### config.mk
export PLATFORM = sky130hd
export DESIGN_NAME = pc_ctrl
export DESIGN_NICKNAME = d
export VERILOG_FILES = /design/src/rtl/pc_ctrl.sv
export SDC_FILE = /design/constraint.sdc
export NUM_CORES = 1
export LEC_CHECK = 0
export CAP_MARGIN = 5
export CORE_ASPECT_RATIO = 0.8
export CORE_MARGIN = 4
export CORE_UTILIZATION = 40
export CTS_CLUSTER_SIZE = 10
export DETAILED_ROUTE_END_ITERATION = 12
export GPL_TIMING_DRIVEN = 0
export PLACE_DENSITY = 0.79
export SLEW_MARGIN = 20
export SYNTH_ARGS = -nofsm -noshare
export SYNTH_HDL_FRONTEND = slang
export SYNTH_SLANG_ARGS = --single-unit
### constraint.sdc
create_clock -name clk -period 6.81 [get_ports clk]
set_input_delay 1.0215 -clock clk [delete_from_list [all_inputs] [get_ports clk]]
set_output_delay 1.0215 -clock clk [all_outputs]
set_load 0.01 [all_outputs]
### src/rtl/pc_ctrl.sv
// Fetch sequencer for the P5 pipelined MIPS core: drives the pc register's next value and
// write enable through boot delay, sequential fetch, D-stage redirects and misalignment halt.
module pc_ctrl #(
  parameter logic [31:0] RESET_PC   = 32'h0000_3000,
  parameter int unsigned BOOT_DELAY = 2
) (
  input  logic        clk,
  input  logic        reset,
  input  logic        stall,
  input  logic        br_taken,
  input  logic [31:0] br_target,
  input  logic [31:0] pc_now,
  output logic [31:0] pc_next,
  output logic        pc_en,
  output logic [1:0]  state,
  output logic        redirect_pending,
  output logic        halted,
  output logic [31:0] fetch_cnt
);

  typedef enum logic [1:0] {
    StBoot = 2'b00,
    StRun  = 2'b01,
    StHold = 2'b10,
    StHalt = 2'b11
  } state_e;

  localparam logic [3:0] BootLast = 4'(BOOT_DELAY - 1);

  state_e      state_q, state_d;
  logic [3:0]  boot_cnt_q, boot_cnt_d;
  logic [31:0] pend_q, pend_d;
  logic        halted_q, halted_d;
  logic [31:0] fetch_cnt_q;
  logic [31:0] fetch_cnt_d;
  logic        misaligned;

  assign misaligned  = br_taken && (br_target[1:0] != 2'b00);
  assign fetch_cnt_d = fetch_cnt_q + {31'b0, pc_en};

  always_comb begin
    state_d    = state_q;
    boot_cnt_d = boot_cnt_q;
    pend_d     = pend_q;
    halted_d   = halted_q;
    pc_next    = RESET_PC;
    pc_en      = 1'b0;
    case (state_q)
      StBoot: begin
        if (boot_cnt_q == BootLast) begin
          state_d = StRun;
        end else begin
          boot_cnt_d = boot_cnt_q + 4'd1;
        end
      end
      StRun: begin
        if (misaligned) begin
          // Halt takes priority over a concurrent stall; nothing is captured.
          pc_next  = pc_now;
          state_d  = StHalt;
          halted_d = 1'b1;
        end else begin
          pc_en   = ~stall;
          pc_next = br_taken ? br_target : pc_now + 32'd4;
          if (stall && br_taken) begin
            pend_d  = br_target;
            state_d = StHold;
          end
        end
      end
      StHold: begin
        // The stalled D-stage instruction keeps presenting its redirect; only the latched one counts.
        pc_next = pend_q;
        pc_en   = ~stall;
        if (!stall) begin
          state_d = StRun;
        end
      end
      StHalt: begin
        pc_next = pc_now;
      end
      default: begin
        state_d = StBoot;
      end
    endcase
  end

  always_ff @(posedge clk or negedge reset) begin
    if (!reset) begin
      state_q     <= StBoot;
      boot_cnt_q  <= 4'd0;
      pend_q      <= 32'd0;
      halted_q    <= 1'b0;
      fetch_cnt_q <= 32'd0;
    end else begin
      state_q     <= state_d;
      boot_cnt_q  <= boot_cnt_d;
      pend_q      <= pend_d;
      halted_q    <= halted_d;
      fetch_cnt_q <= fetch_cnt_d;
    end
  end

  assign state            = state_q;
  assign redirect_pending = (state_q == StHold);
  assign halted           = halted_q;
  assign fetch_cnt        = fetch_cnt_q;

endmodule

==> impl_metrics.py <==
metrics = {
    "run_status": {
        "status": "complete, no violations",
    },
    "critical_path": {
        "crit_top_cell": "clkdlybuf4s50_1",
        "crit_required_ns": 5.79,
        "worstPathMaxFanout": 10,
        "crit_path_top_delay_cell": "clkdlybuf4s50_1",
        "cp-end-kind": "primary output",
        "worst_r2r_endpoint": "fetch_cnt[30]$_DFF_PN0_",
        "critPathArrivalTime_ns": 3.96,
        "crit_type": "in2out",
        "max_stage_delay_ns": 0.59,
        "crit_path_cell_trace": "clkdlybuf4s50_1 > buf_2 > nand2_1 > o21bai_2 > clkbuf_1 > a222oi_1 > o221ai_1 > clkdlybuf4s50_1",
        "critPathLaunchType": "primary input",
        "endpoint": "pc_next[24]",
        "r2r_slack_ns": 2.54,
        "startpoint": "br_taken",
        "reg2reg_depth": 13,
        "r2r_start": "state[0]$_DFFE_PN0P_",
    },
    "power": {
        "irDropWorstVdd_mv": 0.209,
        "leakage_uw": 0.00260,
        "powerDensity_nw_per_um2": 342,
    },
    "synth": {
        "async_flop_share_pct": 100,
        "synthDistinctLibCells": 58,
        "yosysWarnings": 0,
        "synthCells": 457,
        "syn_area_um2": 4480,
        "ys_seq_area_share_pct": 39.7,
        "synth-edff-count": 0,
        "syn_area_per_cell_um2": 9.79,
        "synth_ff_type": "dfrtp_1",
        "synth-seq-cells": 71,
        "syn-num-nets": 537,
    },
    "detailed_routing": {
        "drtIter0Drc": 567,
        "num_vias": 4394,
        "via_per_inst": 5.84,
        "wl_um": 14200,
        "routedWlPerCell_um": 18.8,
        "drcViolationCount": 0,
        "drtAntennaViolNets": 0,
        "first_pass_iters": 6,
    },
    "cts": {
        "clock-sinks": 71,
        "numCtsBuffers": 9,
        "post-cts-setup-buffers": 0,
        "path_clk_slew_ns": 0.06,
        "clk_latency_ns": 0.32,
        "hold_buffers": 0,
        "cts_tree": "built",
        "htree_levels": 3,
        "cts_buffer_depth": 2,
        "cts.repair.resized": 0,
        "root_buffer": "clkbuf_16",
    },
    "floorplan": {
        "ios": 137,
        "initial_core_util_pct": 41.1,
        "core_region_area_um2": 10900,
        "die_h_um": 103,
        "dieArea_um2": 13000,
        "die_w_um": 126,
        "fp-row-count": 34,
    },
    "timing": {
        "report.final.hold_viol_count": 0,
        "slew_violations": 0,
        "period_minus_slack_ns": 4.98,
        "finalSetupTns_ns": 0,
        "min_period_over_period_pct": 73.2,
        "rsz0062_at_grt": "no",
        "max_freq_ghz": 0.201,
        "maxSlewHeadroom_pct": 45.6,
        "setup_violations": 0,
        "worst_pin_slew_ns": 0.813,
        "finClkSkew_ns": 0.0101,
    },
    "worst_hold_path": {
        "hold_class": "reg2reg",
        "worstHoldPathCells": 1,
    },
    "global_routing": {
        "grt_pass1_vias": 4405,
        "grt_antenna_before_repair": 0,
        "track_usage_pct": 21.4,
        "grt_first_pass_wirelength_um": 22600,
        "grt.overflow.total": 0,
        "grt_start_max_net_pins": 38,
    },
    "finish": {
        "final_core_util_pct": 58.1,
        "diodes": 0,
        "fin_nets": 684,
        "fillers": 955,
        "layout-drive-gt1-share_pct": 11.8,
        "area_delta_synth_final_pct": 41.3,
    },
    "placement": {
        "dpl.hpwl_um": 10700,
        "gp_congestion": 0.900,
        "io_buffers": 135,
    },
    "job": {
        "max_cap_viol_count": 0,
    },
}
==> critical path: cells and delay by family <==
kind | cells | cell delay, ns
buffers and inverters | 4 | 1.92
AO/OA/AOI/OAI | 3 | 0.82
AND/OR/NAND/NOR | 1 | 0.19
==> worst min path at each step <==
stage,end,from,slack [ns]
floorplan,pend_q[0]$_DFFE_PN0P_,pend_q[0]$_DFFE_PN0P_,0.45
global placement,fetch_cnt[31]$_DFF_PN0_,fetch_cnt[31]$_DFF_PN0_,0.46
detailed placement,pend_q[0]$_DFFE_PN0P_,pend_q[0]$_DFFE_PN0P_,0.48
CTS,fetch_cnt[31]$_DFF_PN0_,fetch_cnt[31]$_DFF_PN0_,0.49
global route,pend_q[1]$_DFFE_PN0P_,pend_q[1]$_DFFE_PN0P_,0.51
finish,fetch_cnt[31]$_DFF_PN0_,fetch_cnt[31]$_DFF_PN0_,0.47
==> synth_stat cells (5+ instances only) <==
cell	number	area [µm²]
and4_1	7	61.3
a22oi_1	13	97.6
a222oi_1	17	170
clkbuf_1	15	56.3
xor2_1	12	105
xnor2_1	35	307
nand2b_1	5	31.3
inv_1	7	26.3
dfrtp_1	71	1780
a221oi_1	6	52.6
nor2_1	28	105
nand4_1	12	75.1
mux2i_1	8	80.1
o21ai_0	11	55.1
and3_1	12	75.1
nand3_1	35	175
buf_2	6	30.0
mux2_2	31	349
ha_1	12	150
nand2_1	39	146
o22ai_1	6	37.5
and2_1	5	31.3
a21oi_1	11	55.1
==> layout make-up <==
type | count | area (µm²) | area share (%)
Clock inverter | 6 | 60.1 | 0.950
Timing Repair Buffer | 136 | 1370 | 21.6
Clock buffer | 10 | 239 | 3.78
Buffer | 26 | 124 | 1.96
Inverter | 7 | 26.3 | 0.416
Multi-Input combinational cell | 353 | 2550 | 40.3
Sequential cell | 71 | 1780 | 28.1
Tap cell | 144 | 180 | 2.85
==> report_power, final <==
group	leakage [µW]	total [µW]	internal, µW	switching [µW]
registers	0.000908	629	542	87.1
clock network	0.000144	473	292	181
logic	0.00155	1060	540	520
total	0.00260	2160	1370	789
==> logic make-up (layout without fill, tap and decap cells) <==
group / Yosys count / count (layout) / synth area share [%]
AO/OA/AOI/OAI: 91 / 91 / 15.4
XOR/XNOR: 47 / 47 / 9.20
adder cells (fa/ha/maj): 12 / 12 / 3.35
buffers and inverters: 33 / 185 / 3.35
flip-flops: 71 / 71 / 39.7
multiplexers: 39 / 39 / 9.59
AND/OR/NAND/NOR: 164 / 164 / 19.4
==> routing by layer <==
| metal | GRT usage (%) | wire length (µm) | part of all wire, % | vias to the layer above |
|---|---|---|---|---|
| met1 | 28.9 | 6120 | 43 | 2131 |
| met4 | 5.69 | 138 | 0.97 | 0 |
| met5 | 0 | 0 | 0 | - |
| li1 | - | - | - | 2003 |
| met2 | 35.4 | 6760 | 48 | 246 |
| met3 | 4.71 | 1170 | 8.2 | 14 |
==> stage by stage <==
stage               instance area, µm²  total power, µW  setup slack [ns]  std cells  hold slack (ns)
global route                      6320             2290              1.71        753            0.509
floorplan                         4480             1170              2.84        457            0.455
finish                            6320             2160              1.83        753            0.474
CTS                               6320             2160              1.93        753            0.486
detailed placement                6020             1680              1.78        737            0.478
global placement                  6010             1650              1.82        736            0.463
==> cell usage in the layout, fill, tap and decap left out, types with 7 or more instances in the layout <==
cell / Yosys / layout
nand4_1: 12 / 12
and3_1: 12 / 12
mux2_2: 31 / 31
clkbuf_1: 15 / 15
xor2_1: 12 / 12
ha_1: 12 / 12
mux2i_1: 8 / 8
and4_1: 7 / 7
clkbuf_16: 0 / 9
clkdlybuf4s50_1: 0 / 134
o21ai_0: 11 / 11
inv_1: 7 / 7
xnor2_1: 35 / 35
nand3_1: 35 / 35
nand2_1: 39 / 39
a222oi_1: 17 / 17
dfrtp_1: 71 / 71
nor2_1: 28 / 28
a22oi_1: 13 / 13
a21oi_1: 11 / 11
==> flip-flops by register name, summed over array words and instances (netlist names) <==
name	flops
pend_q	32
fetch_cnt	32
state	2
halted	1
boot_cnt_q	4
No activity file was read; power rests on OpenSTA's default activity.
